$ cat config.mk
export PLATFORM = sky130hd
export DESIGN_NAME = note_tone_gen_flat
export DESIGN_NICKNAME = d
export VERILOG_FILES = /design/src/rtl/note_tone_gen_if.sv /design/src/rtl/note_tone_gen.sv /design/src/flat_wrapper.sv
export SDC_FILE = /design/constraint.sdc
export NUM_CORES = 1
export LEC_CHECK = 0
export CAP_MARGIN = 20
export CORE_MARGIN = 4
export CORE_UTILIZATION = 35
export DETAILED_ROUTE_END_ITERATION = 7
export MAX_ROUTING_LAYER = met4
export SYNTH_ARGS = -nofsm -noshare
export SYNTH_HDL_FRONTEND = slang
export SYNTH_SLANG_ARGS = --single-unit
$ cat constraint.sdc
create_clock -name clk -period 4.3 [get_ports clk]
set_input_delay 0.645 -clock clk [delete_from_list [all_inputs] [get_ports clk]]
set_output_delay 0.645 -clock clk [all_outputs]
set_load 0.01 [all_outputs]
$ cat src/rtl/note_tone_gen_if.sv
// note_tone_gen_if: control and audio signals of the note tone generator.
//   note_we   - 1-cycle strobe latching note_idx/octave into the pending note
//   note_idx  - semitone 0=C .. 11=B (12..15 invalid)
//   octave    - octave 0..7
//   gate      - 1 = key held, 0 = released
//   tone      - square-wave audio output
//   active    - 1 while the generator is not idle
//   note_err  - 1-cycle pulse after a note_we carrying an invalid note_idx
// The master modport drives the note/gate controls; the slave modport is the generator.
interface note_tone_gen_if;
    logic       note_we;
    logic [3:0] note_idx;
    logic [2:0] octave;
    logic       gate;
    logic       tone;
    logic       active;
    logic       note_err;

    modport master (
        output note_we,
        output note_idx,
        output octave,
        output gate,
        input  tone,
        input  active,
        input  note_err
    );

    modport slave (
        input  note_we,
        input  note_idx,
        input  octave,
        input  gate,
        output tone,
        output active,
        output note_err
    );
endinterface

$ cat src/rtl/note_tone_gen.sv
// note_tone_gen: square-wave tone generator for 12 semitones in 8 octaves.
//   clk    - system clock, rising edge
//   reset  - asynchronous active-high reset, clears all state
//   bus    - note_tone_gen_if slave: note_we/note_idx/octave/gate in,
//            tone/active/note_err out (all outputs registered)
// A half-period counter runs 0..term-1, where term is the octave-shifted half period
// of the active note. Tone toggles at each wrap. Note changes are staged in a
// pending register and only copied into the active note at a wrap, so the output
// never produces runt pulses.
module note_tone_gen #(
    parameter int unsigned CLK_HZ   = 50_000_000,
    parameter int unsigned CNT_W    = 25,
    parameter int unsigned MIN_HALF = 2
) (
    input  logic             clk,
    input  logic             reset,
    note_tone_gen_if.slave   bus
);

    typedef enum logic [1:0] {StIdle, StRun, StStop} state_e;

    // Half-period (clocks) of octave-0 note i, rounded down.
    function automatic logic [CNT_W-1:0] half0_of(input int unsigned i);
        logic [63:0] num;
        logic [63:0] f;
        num = 64'(CLK_HZ) * 64'd500;
        case (i)
            0:       f = 64'd16352;
            1:       f = 64'd17324;
            2:       f = 64'd18354;
            3:       f = 64'd19445;
            4:       f = 64'd20602;
            5:       f = 64'd21827;
            6:       f = 64'd23125;
            7:       f = 64'd24500;
            8:       f = 64'd25957;
            9:       f = 64'd27500;
            10:      f = 64'd29135;
            11:      f = 64'd30868;
            default: f = 64'd27500;
        endcase
        return CNT_W'(num / f);
    endfunction

    // Padded to 16 entries so the 4-bit index is always in range; the active note
    // can never hold 12..15, so the padding entries are unreachable.
    localparam logic [CNT_W-1:0] HALF0 [16] = '{
        half0_of(0),  half0_of(1),  half0_of(2),  half0_of(3),
        half0_of(4),  half0_of(5),  half0_of(6),  half0_of(7),
        half0_of(8),  half0_of(9),  half0_of(10), half0_of(11),
        half0_of(9),  half0_of(9),  half0_of(9),  half0_of(9)
    };

    localparam logic [3:0] RST_IDX = 4'd9;
    localparam logic [2:0] RST_OCT = 3'd4;

    state_e           state_q, state_d;
    logic [CNT_W-1:0] cnt_q, cnt_d;
    logic [3:0]       pend_idx_q, pend_idx_d;
    logic [2:0]       pend_oct_q, pend_oct_d;
    logic [3:0]       act_idx_q, act_idx_d;
    logic [2:0]       act_oct_q, act_oct_d;
    logic             tone_q, tone_d;
    logic             active_q, active_d;
    logic             note_err_q, note_err_d;

    logic [CNT_W-1:0] shifted;
    logic [CNT_W-1:0] term;
    logic             boundary;
    logic             advance;

    always_comb begin
        shifted  = HALF0[act_idx_q] >> act_oct_q;
        term     = (shifted < CNT_W'(MIN_HALF)) ? CNT_W'(MIN_HALF) : shifted;
        boundary = (cnt_q == term - CNT_W'(1));
    end

    always_comb begin
        state_d    = state_q;
        cnt_d      = cnt_q;
        pend_idx_d = pend_idx_q;
        pend_oct_d = pend_oct_q;
        act_idx_d  = act_idx_q;
        act_oct_d  = act_oct_q;
        tone_d     = tone_q;
        note_err_d = 1'b0;
        // In STOP a re-pressed key resumes normal toggling without a phase reset.
        advance    = (state_q == StRun) || bus.gate;

        case (state_q)
            StIdle: begin
                cnt_d  = '0;
                tone_d = 1'b0;
                if (bus.gate) begin
                    state_d   = StRun;
                    act_idx_d = pend_idx_q;
                    act_oct_d = pend_oct_q;
                end
            end
            StRun, StStop: begin
                state_d = bus.gate ? StRun : StStop;
                if (boundary) begin
                    cnt_d = '0;
                    if (advance) begin
                        tone_d    = ~tone_q;
                        // Old pending value is used even if note_we fires this cycle.
                        act_idx_d = pend_idx_q;
                        act_oct_d = pend_oct_q;
                    end else begin
                        // Released note ends at a half-period edge, never rising.
                        tone_d  = 1'b0;
                        state_d = StIdle;
                    end
                end else begin
                    cnt_d = cnt_q + CNT_W'(1);
                end
            end
            default: begin
                state_d = StIdle;
                cnt_d   = '0;
                tone_d  = 1'b0;
            end
        endcase

        if (bus.note_we) begin
            if (bus.note_idx <= 4'd11) begin
                pend_idx_d = bus.note_idx;
                pend_oct_d = bus.octave;
            end else begin
                note_err_d = 1'b1;
            end
        end

        active_d = (state_d != StIdle);
    end

    always_ff @(posedge clk or posedge reset) begin
        if (reset) begin
            state_q    <= StIdle;
            cnt_q      <= '0;
            pend_idx_q <= RST_IDX;
            pend_oct_q <= RST_OCT;
            act_idx_q  <= RST_IDX;
            act_oct_q  <= RST_OCT;
            tone_q     <= 1'b0;
            active_q   <= 1'b0;
            note_err_q <= 1'b0;
        end else begin
            state_q    <= state_d;
            cnt_q      <= cnt_d;
            pend_idx_q <= pend_idx_d;
            pend_oct_q <= pend_oct_d;
            act_idx_q  <= act_idx_d;
            act_oct_q  <= act_oct_d;
            tone_q     <= tone_d;
            active_q   <= active_d;
            note_err_q <= note_err_d;
        end
    end

    assign bus.tone     = tone_q;
    assign bus.active   = active_q;
    assign bus.note_err = note_err_q;

endmodule

$ cat src/flat_wrapper.sv
// flat-port wrapper written by rule: the top's interface ports become plain ports
module note_tone_gen_flat 
#(
    parameter int unsigned CLK_HZ   = 50_000_000,
    parameter int unsigned CNT_W    = 25,
    parameter int unsigned MIN_HALF = 2
)
  (clk, reset, bus_note_we, bus_note_idx, bus_octave, bus_gate, bus_tone, bus_active, bus_note_err);
  note_tone_gen_if bus_i ();
  input  logic clk;
  input  logic reset;
  input wire logic [$bits(bus_i.note_we)-1:0] bus_note_we;
  input wire logic [$bits(bus_i.note_idx)-1:0] bus_note_idx;
  input wire logic [$bits(bus_i.octave)-1:0] bus_octave;
  input wire logic [$bits(bus_i.gate)-1:0] bus_gate;
  output wire logic [$bits(bus_i.tone)-1:0] bus_tone;
  output wire logic [$bits(bus_i.active)-1:0] bus_active;
  output wire logic [$bits(bus_i.note_err)-1:0] bus_note_err;
  assign bus_i.note_we = bus_note_we;
  assign bus_i.note_idx = bus_note_idx;
  assign bus_i.octave = bus_octave;
  assign bus_i.gate = bus_gate;
  assign bus_tone = bus_i.tone;
  assign bus_active = bus_i.active;
  assign bus_note_err = bus_i.note_err;
  note_tone_gen #(.CLK_HZ(CLK_HZ), .CNT_W(CNT_W), .MIN_HALF(MIN_HALF)) u_core (.clk(clk), .reset(reset), .bus(bus_i));
endmodule
==> impl_metrics.json, run 1 <==
{
  "status": "complete, no violations",
  "cts_buffers": 5,
  "io_pins": 14,
  "drt_iter0_drc": 273,
  "holdWs_ns": 0.508,
  "whs_endpoint": "u_core.act_oct_q[0]",
  "antenna_found_initial": 0,
  "drt-wirelength-per-cell_um": 17.5,
  "num_rows": 41,
  "seq_area_frac_synth": 0.243,
  "ant_nets": 0,
  "n_antenna_cell": 0,
  "start_util": 0.359,
  "r2r_start": "u_core.act_idx_q[0]",
  "final_nets": 594,
  "async_flop_share": 1.00,
  "portBuffers": 13,
  "fin_skew_ns": 0.00937,
  "max_cap_violations": 0,
  "reg2regPathDepth": 19,
  "grt_usage": 0.189,
  "cts-hold-fix-buffers": 0,
  "critPathSlowestCell": "dfstp_2",
  "place_congestion": 1.01,
  "grt_pass1_wl_mm": 22.2,
  "cts_root_buf": "clkbuf_16",
  "routed_via_density": 5.71,
  "postSynthCellCount": 545,
  "cpPeakStageDelay_ns": 0.39,
  "finalHoldViolCount": 0,
  "worst_pin_slew_ns": 0.636,
  "path_cells": "buf_4 > ha_2 > nand2b_1 > a311o_1 > a31oi_1 > a211oi_2 > nand2_1 > nand2_1 > ha_1 > xor2_1 > buf_4 > xor2_1 > a21oi_1 > and4_1 > o2111ai_1 > nor4_4 > o211ai_2 > nand2_4 > mux2_4",
  "grt_pass1_vias": 4278,
  "routed_wl_mm": 13.1,
  "clock_path_buffers": 2,
  "maxClockFrequency_mhz": 243,
  "firstDrtPassIters": 7,
  "die_y_um": 122,
  "cts_tree": "done",
  "cp_max_fo": 7,
  "cts.clk_slew.worst_paths_ns": 0.06,
  "area_growth_pct": 16.8,
  "cts.sinks": 44,
  "die_x_um": 122,
  "hp-class": "reg2reg",
  "cp-end-kind": "register",
  "worstHoldStart": "u_core.pend_oct_q[0]",
  "hpwl_mm": 9.86,
  "insertion_delay_ns": 0.29,
  "num_vias": 4253,
  "timing.critical_path.buf_inv": 2,
  "utilization": 0.420,
  "path_delay_family": "compound AO/OA/AOI/OAI gates",
  "min_path_cells": 1,
  "fin_ws_ns": 0.177,
  "cp.arrival_ns": 4.29,
  "coreArea_um2": 12700,
  "relSlewSlack": 0.575,
  "grt.overflow.total": 0,
  "syn_avg_cell_area_um2": 8.38,
  "fin_crit_ns": 4.12,
  "ys_types": 86,
  "dp_slack_ns": 0.0216,
  "route.detailed.drc": 0,
  "ys_ff_latch": 44,
  "ys_warn_count": 0,
  "drv_slew": 0,
  "worstSetupPathType": "reg2reg",
  "period_share": 0.959,
  "htree_num_levels": 2,
  "critPathLaunchType": "register",
  "fill_cells": 1338,
  "drive_gt1_frac": 0.197,
  "syn_area_um2": 4570,
  "synth_edf_count": 0,
  "setup_violations": 0,
  "worstPathRequired_ns": 4.47,
  "grt_max_degree": 45,
  "synthFlopType": "dfrtp_1",
  "dieArea_um2": 14900,
  "reg2reg_setup_slack_ns": 0.18,
  "syn_nets": 567,
  "rr_endpoint": "u_core.act_oct_q[1]"
}
cells by family after synthesis:
kind of cell               Yosys count  share of synthesized area
muxes                               34                     0.0852
adders and majority gates           11                     0.0301
and+or+nand+nor                    212                      0.258
DFF                                 44                      0.243
xor gates and xnor gates            47                     0.0901
buffers and inverters               54                     0.0611
AOI/OAI and AO/OA                  143                      0.233
Yosys cell counts, types with 4 or more instances:
cell type | number | area, um2
o21ai_0 | 19 | 95.1
o2111ai_1 | 4 | 35.0
nand2b_1 | 17 | 106
a21oi_1 | 23 | 115
a21o_1 | 7 | 52.6
buf_2 | 13 | 65.1
nand4_1 | 4 | 25.0
xor2_1 | 26 | 228
dfstp_2 | 6 | 158
nor2_1 | 48 | 180
nand2_1 | 34 | 128
dfrtp_1 | 38 | 951
and2_1 | 11 | 68.8
mux2_2 | 11 | 124
xnor2_1 | 21 | 184
buf_4 | 5 | 37.5
clkbuf_1 | 13 | 48.8
buf_6 | 4 | 45.0
nor3_1 | 16 | 80.1
a211oi_1 | 5 | 37.5
nor2b_1 | 11 | 68.8
o211ai_1 | 7 | 52.6
or2_2 | 5 | 31.3
mux2i_1 | 16 | 160
nand3b_1 | 5 | 37.5
o22ai_1 | 4 | 25.0
and3_1 | 13 | 81.3
a31oi_1 | 8 | 50.1
ha_1 | 11 | 138
inv_1 | 14 | 52.6
a221o_1 | 4 | 40.0
o31ai_1 | 6 | 45.0
a221oi_1 | 5 | 43.8
a22oi_1 | 4 | 30.0
mux2_4 | 7 | 105
nand3_1 | 19 | 95.1
cell type report:
type                    count  area, um2  share of cell area
clock buffers               6        139              0.0260
clock inverters             2       38.8             0.00727
inverters                  16       60.1              0.0113
multi-input cells         447       3280               0.614
flip-flops and latches     44       1110               0.208
well taps                 172        215              0.0403
repair buffers             58        493              0.0924
worst max path at each step:
stage	start	end	slack, ns	cells past startpoint
3_5_place_dp	u_core.act_idx_q[0]	u_core.act_idx_q[2]	0.02	18
6_report	u_core.act_idx_q[0]	u_core.act_oct_q[1]	0.18	19
5_1_grt	u_core.act_idx_q[0]	u_core.act_oct_q[1]	-0.03	18
4_1_cts	u_core.act_idx_q[0]	u_core.act_idx_q[2]	0.04	18
3_3_place_gp	u_core.act_idx_q[0]	u_core.act_oct_q[0]	-0.007	18
2_1_floorplan	u_core.act_idx_q[0]	u_core.act_oct_q[1]	0.16	20
state kept, by name, indices dropped and copies added (netlist names):
| name | flops |
|---|---|
| u_core.cnt_q | 25 |
| u_core.act_idx_q | 4 |
| u_core.pend_idx_q | 4 |
| u_core.act_oct_q | 3 |
| u_core.pend_oct_q | 3 |
| u_core.state_q | 2 |
| u_core.bus.active | 1 |
| u_core.bus.note_err | 1 |
| u_core.bus.tone | 1 |
metrics by stage:
| stage | cells | instance area (um2) | setup TNS (ns) |
|---|---|---|---|
| after floorplan | 545 | 4570 | 0 |
| after global placement | 733 | 5030 | -0.0288 |
| after detailed placement | 733 | 5030 | 0 |
| after CTS | 741 | 5210 | 0 |
| after global routing | 745 | 5340 | -0.110 |
| final | 745 | 5340 | 0 |
per-layer routing:
layer  part of all wire  wire, um  vias up  global-route usage
li1                   -         -     2055                   -
met1               0.46      6020     2038               0.248
met2               0.46      6000      132               0.298
met3              0.058       756       28              0.0359
met4              0.022       294        0              0.0546
met5                  0         0        -                   -
repair_timing:
action                                 4_1_cts  5_1_grt
gates resized for setup                      1       22
endpoints found under the hold margin        0        0
pin swaps                                    0        9
setup buffers                                0        4
setup endpoints to repair                    4       31
cells in the final DEF (no fill, tap or decap), types with 12 or more instances in the layout:
cell	count
a21oi_1	23
and3_1	13
buf_4	43
clkdlybuf4s50_1	13
dfrtp_1	38
inv_1	12
mux2i_1	14
nand2_1	34
nand2b_1	17
nand3_1	19
nor2_1	48
nor3_1	15
o21ai_0	16
xnor2_1	21
xor2_1	26
Power of run 1 is not shown: default switching activity piles up to over one toggle a cycle in this logic, so the estimate is an artifact.
==> run 2: changes to the inputs <==
--- a/config.mk
+++ b/config.mk
@@ -5,11 +5,14 @@
 export SDC_FILE = /design/constraint.sdc
 export NUM_CORES = 1
 export LEC_CHECK = 0
+export ABC_AREA = 1
 export CAP_MARGIN = 20
 export CORE_MARGIN = 4
-export CORE_UTILIZATION = 35
+export CORE_UTILIZATION = 56
 export DETAILED_ROUTE_END_ITERATION = 7
+export GPL_ROUTABILITY_DRIVEN = 0
 export MAX_ROUTING_LAYER = met4
+export PLACE_DENSITY = 0.77
 export SYNTH_ARGS = -nofsm -noshare
 export SYNTH_HDL_FRONTEND = slang
 export SYNTH_SLANG_ARGS = --single-unit
==> run 2 against run 1 <==
  * Critical path depth rose by 4
  * Register-to-register slack improved by 0.46 ns
  * Synthesized area fell by 16%
  * Sequential cell count did not move
  * Via count fell by 12%
  * Die area fell by 45%
  * Global-route usage rose by 3.8 points
  * Clock skew barely moved
  * Maximum frequency rose by 13%
  * Non-clock buffer count fell by 39
  * Worst setup slack improved by 0.46 ns
==> impl_metrics.json, run 2 <==
{
  "status": "complete, no violations",
  "synth_edf_count": 0,
  "syn_nets": 605,
  "n_antenna_cell": 0,
  "io_pins": 14,
  "seqPwrFrac": 0.190,
  "grt_max_degree": 45,
  "final_cell_mix": "nand2_1 (181), nand3_1 (120), nor2_1 (53)",
  "cts-hold-fix-buffers": 0,
  "syn_area_um2": 3820,
  "grtUsageMet2": 0.376,
  "whs_endpoint": "u_core.act_oct_q[2]",
  "cts.sinks": 44,
  "die_x_um": 90.6,
  "critPathSlowestCell": "dfstp_2",
  "num_rows": 29,
  "routed_wl_mm": 8.65,
  "fill_cells": 622,
  "insertion_delay_ns": 0.30,
  "critPathLaunchType": "register",
  "async_flop_share": 1.00,
  "seq_area_um2": 1110,
  "drive_gt1_frac": 0.0847,
  "cp.arrival_ns": 3.85,
  "cpPeakStageDelay_ns": 0.61,
  "path_cells": "inv_2 > ha_1 > inv_1 > o21ai_1 > nand2_1 > nand2_1 > nand3_1 > nand3_1 > nand2_1 > ha_1 > nand3_2 > nor2_4 > nand2_2 > nor2_1 > nand2_1 > nand2_1 > nand3b_1 > nor2_1 > nand3_1 > nand2_2 > nand2_1 > nand2_1 > nand2_1",
  "worstPathRequired_ns": 4.48,
  "syn_avg_cell_area_um2": 6.55,
  "power_density_nw_per_um2": 817,
  "ys_warn_count": 0,
  "power.internal_w": 0.00149,
  "ant_nets": 0,
  "drt_iter0_drc": 194,
  "combPwrFrac": 0.718,
  "cp-end-kind": "register",
  "grt_use_met3": 0.0283,
  "grt_pass1_wl_mm": 15.4,
  "period_share": 0.852,
  "drt-wirelength-per-cell_um": 13.0,
  "ys_top_cells_by_count": "nand2_1 (181), nand3_1 (120), nor2_1 (53)",
  "cts.clk_slew.worst_paths_ns": 0.08,
  "hpwl_mm": 6.88,
  "timing.critical_path.buf_inv": 2,
  "antenna_found_initial": 0,
  "cts_root_buf": "clkbuf_8",
  "num_vias": 3754,
  "seq_area_frac_synth": 0.290,
  "max_cap_violations": 0,
  "coreArea_um2": 6490,
  "grt.overflow.total": 0,
  "yosys-top-cells-area": "dfrtp_1 (25%), nand2_1 (18%), nand3_1 (16%)",
  "portBuffers": 13,
  "grt_pass1_vias": 3544,
  "r2r_start": "u_core.act_idx_q[0]",
  "post_cts.repair.setup_buffers": 0,
  "reg2reg_setup_slack_ns": 0.64,
  "cts_buffers": 5,
  "finalHoldViolCount": 0,
  "htree_num_levels": 2,
  "ir_worst_vdd_uv": 424,
  "reg2regPathDepth": 23,
  "route.detailed.drc": 0,
  "cts_tree": "done",
  "hp-class": "reg2reg",
  "area_growth_pct": 6.62,
  "die_y_um": 90.6,
  "firstDrtPassIters": 6,
  "worst_pin_slew_ns": 0.591,
  "busiest_layer": "met2",
  "crit_path_frequent_cell": "nand2_1",
  "holdWs_ns": 0.481,
  "routed_via_density": 5.63,
  "path_delay_family": "simple AND/OR/NAND/NOR gates",
  "leakagePower_nw": 1.97,
  "postSynthCellCount": 583,
  "p_sw_frac": 0.552,
  "start_util": 0.588,
  "layout_commonest_cell": "nand2_1",
  "ys_ff_latch": 44,
  "yosysTopAreaCell": "dfrtp_1",
  "reg_top3": "u_core.cnt_q x25, u_core.act_idx_q x4, u_core.pend_idx_q x4",
  "use_met1": 0.291,
  "net-switching-power_w": 0.00183,
  "min_path_cells": 2,
  "clock_power_share": 0.093,
  "rr_endpoint": "u_core.act_oct_q[1]",
  "relSlewSlack": 0.606,
  "dieArea_um2": 8210,
  "maxClockFrequency_mhz": 273,
  "clock_path_buffers": 2,
  "final_nets": 611,
  "synth_top_area_frac": 0.249,
  "synth_most_common_cell": "nand2_1",
  "largest_reg_flops": 25,
  "finalSetupTns_ns": 0,
  "synthFlopType": "dfrtp_1",
  "top_register": "u_core.cnt_q",
  "cp_max_fo": 15,
  "multi_input_area_um2": 2380,
  "drv_slew": 0,
  "grt_usage": 0.228,
  "setup_violations": 0,
  "fin_crit_ns": 3.66,
  "fin_skew_ns": 0.00922,
  "post_cts_resized": 0,
  "worstSetupPathType": "reg2reg",
  "ys_types": 40,
  "rsz0062_at_grt": "false",
  "worstHoldStart": "u_core.pend_oct_q[2]"
}
==> run 2: cell types whose count changed after synthesis, moves of 14 or more <==
cell / before / now
a21oi_1: 23 / 6
inv_1: 14 / 48
mux2i_1: 16 / 0
nand2_1: 34 / 181
nand2b_1: 17 / 0
nand3_1: 19 / 120
o21ai_0: 19 / 5
xnor2_1: 21 / 2
==> run 2: through the flow <==
step	power [W]	instances	utilization	setup slack (ns)	area [um2]
2_1_floorplan	0.00259	583	-	1.35	3820
3_3_place_gp	0.00296	659	0.610	0.779	3970
3_5_place_dp	0.00301	659	0.610	0.646	3970
4_1_cts	0.00333	667	0.627	0.611	4070
5_1_grt	0.00372	667	0.627	0.125	4070
6_report	0.00333	667	0.627	0.637	4070
==> run 2: worst max path at each step <==
stage / start / endpoint / cells after the start
final: u_core.act_idx_q[0] / u_core.act_oct_q[1] / 23
after global routing: u_core.act_idx_q[1] / u_core.act_idx_q[2] / 23
after CTS: u_core.act_idx_q[0] / u_core.act_idx_q[1] / 23
after detailed placement: u_core.act_idx_q[0] / u_core.act_idx_q[2] / 23
after global placement: u_core.act_idx_q[0] / u_core.act_oct_q[1] / 23
after floorplan: u_core.act_idx_q[0] / u_core.cnt_q[17] / 23
==> run 2: cell type report <==
type	count	area share
timing repair buffer	19	0.0430
clock buffer	6	0.0178
tap	77	0.0237
inverter	55	0.0513
sequential	44	0.272
multi-input combinational	464	0.583
clock inverter	2	0.00860
==> run 2: power by group through the flow <==
stage	Sequential (W)	Clock (W)	Combinational, W
after floorplan	0.000556	0	0.00203
after global placement	0.000634	0	0.00233
after detailed placement	0.000637	0	0.00237
after CTS	0.000630	0.000318	0.00238
after global routing	0.000650	0.000335	0.00274
final	0.000632	0.000308	0.00239
==> run 2: worst register-to-register path, cell delays in order, from the launching register on <==
cell      delay, ns
dfstp_2        0.61
inv_2          0.08
ha_1           0.26
inv_1          0.09
o21ai_1        0.07
nand2_1        0.10
nand2_1        0.05
nand3_1        0.09
nand3_1        0.08
nand2_1        0.18
ha_1           0.26
nand3_2        0.16
nor2_4         0.16
nand2_2        0.09
nor2_1         0.10
nand2_1        0.06
nand2_1        0.06
nand3b_1       0.08
nor2_1         0.16
nand3_1        0.13
nand2_2        0.26
nand2_1        0.25
nand2_1        0.13
nand2_1        0.05
==> run 2: logic make-up after synthesis <==
group	Yosys count	share of synthesized area
compound gates	24	0.0370
flops	44	0.290
xor+xnor	25	0.0609
mux	7	0.0206
buf+inv	75	0.0878
simple gates	397	0.467
fa+ha+maj	11	0.0360
==> run 2: layer usage <==
metal	part of all wire	wire, um
met4	0.018	155
met1	0.46	3970
met5	0	0
met3	0.039	336
met2	0.48	4190
(Power assumes the default switching activity.)
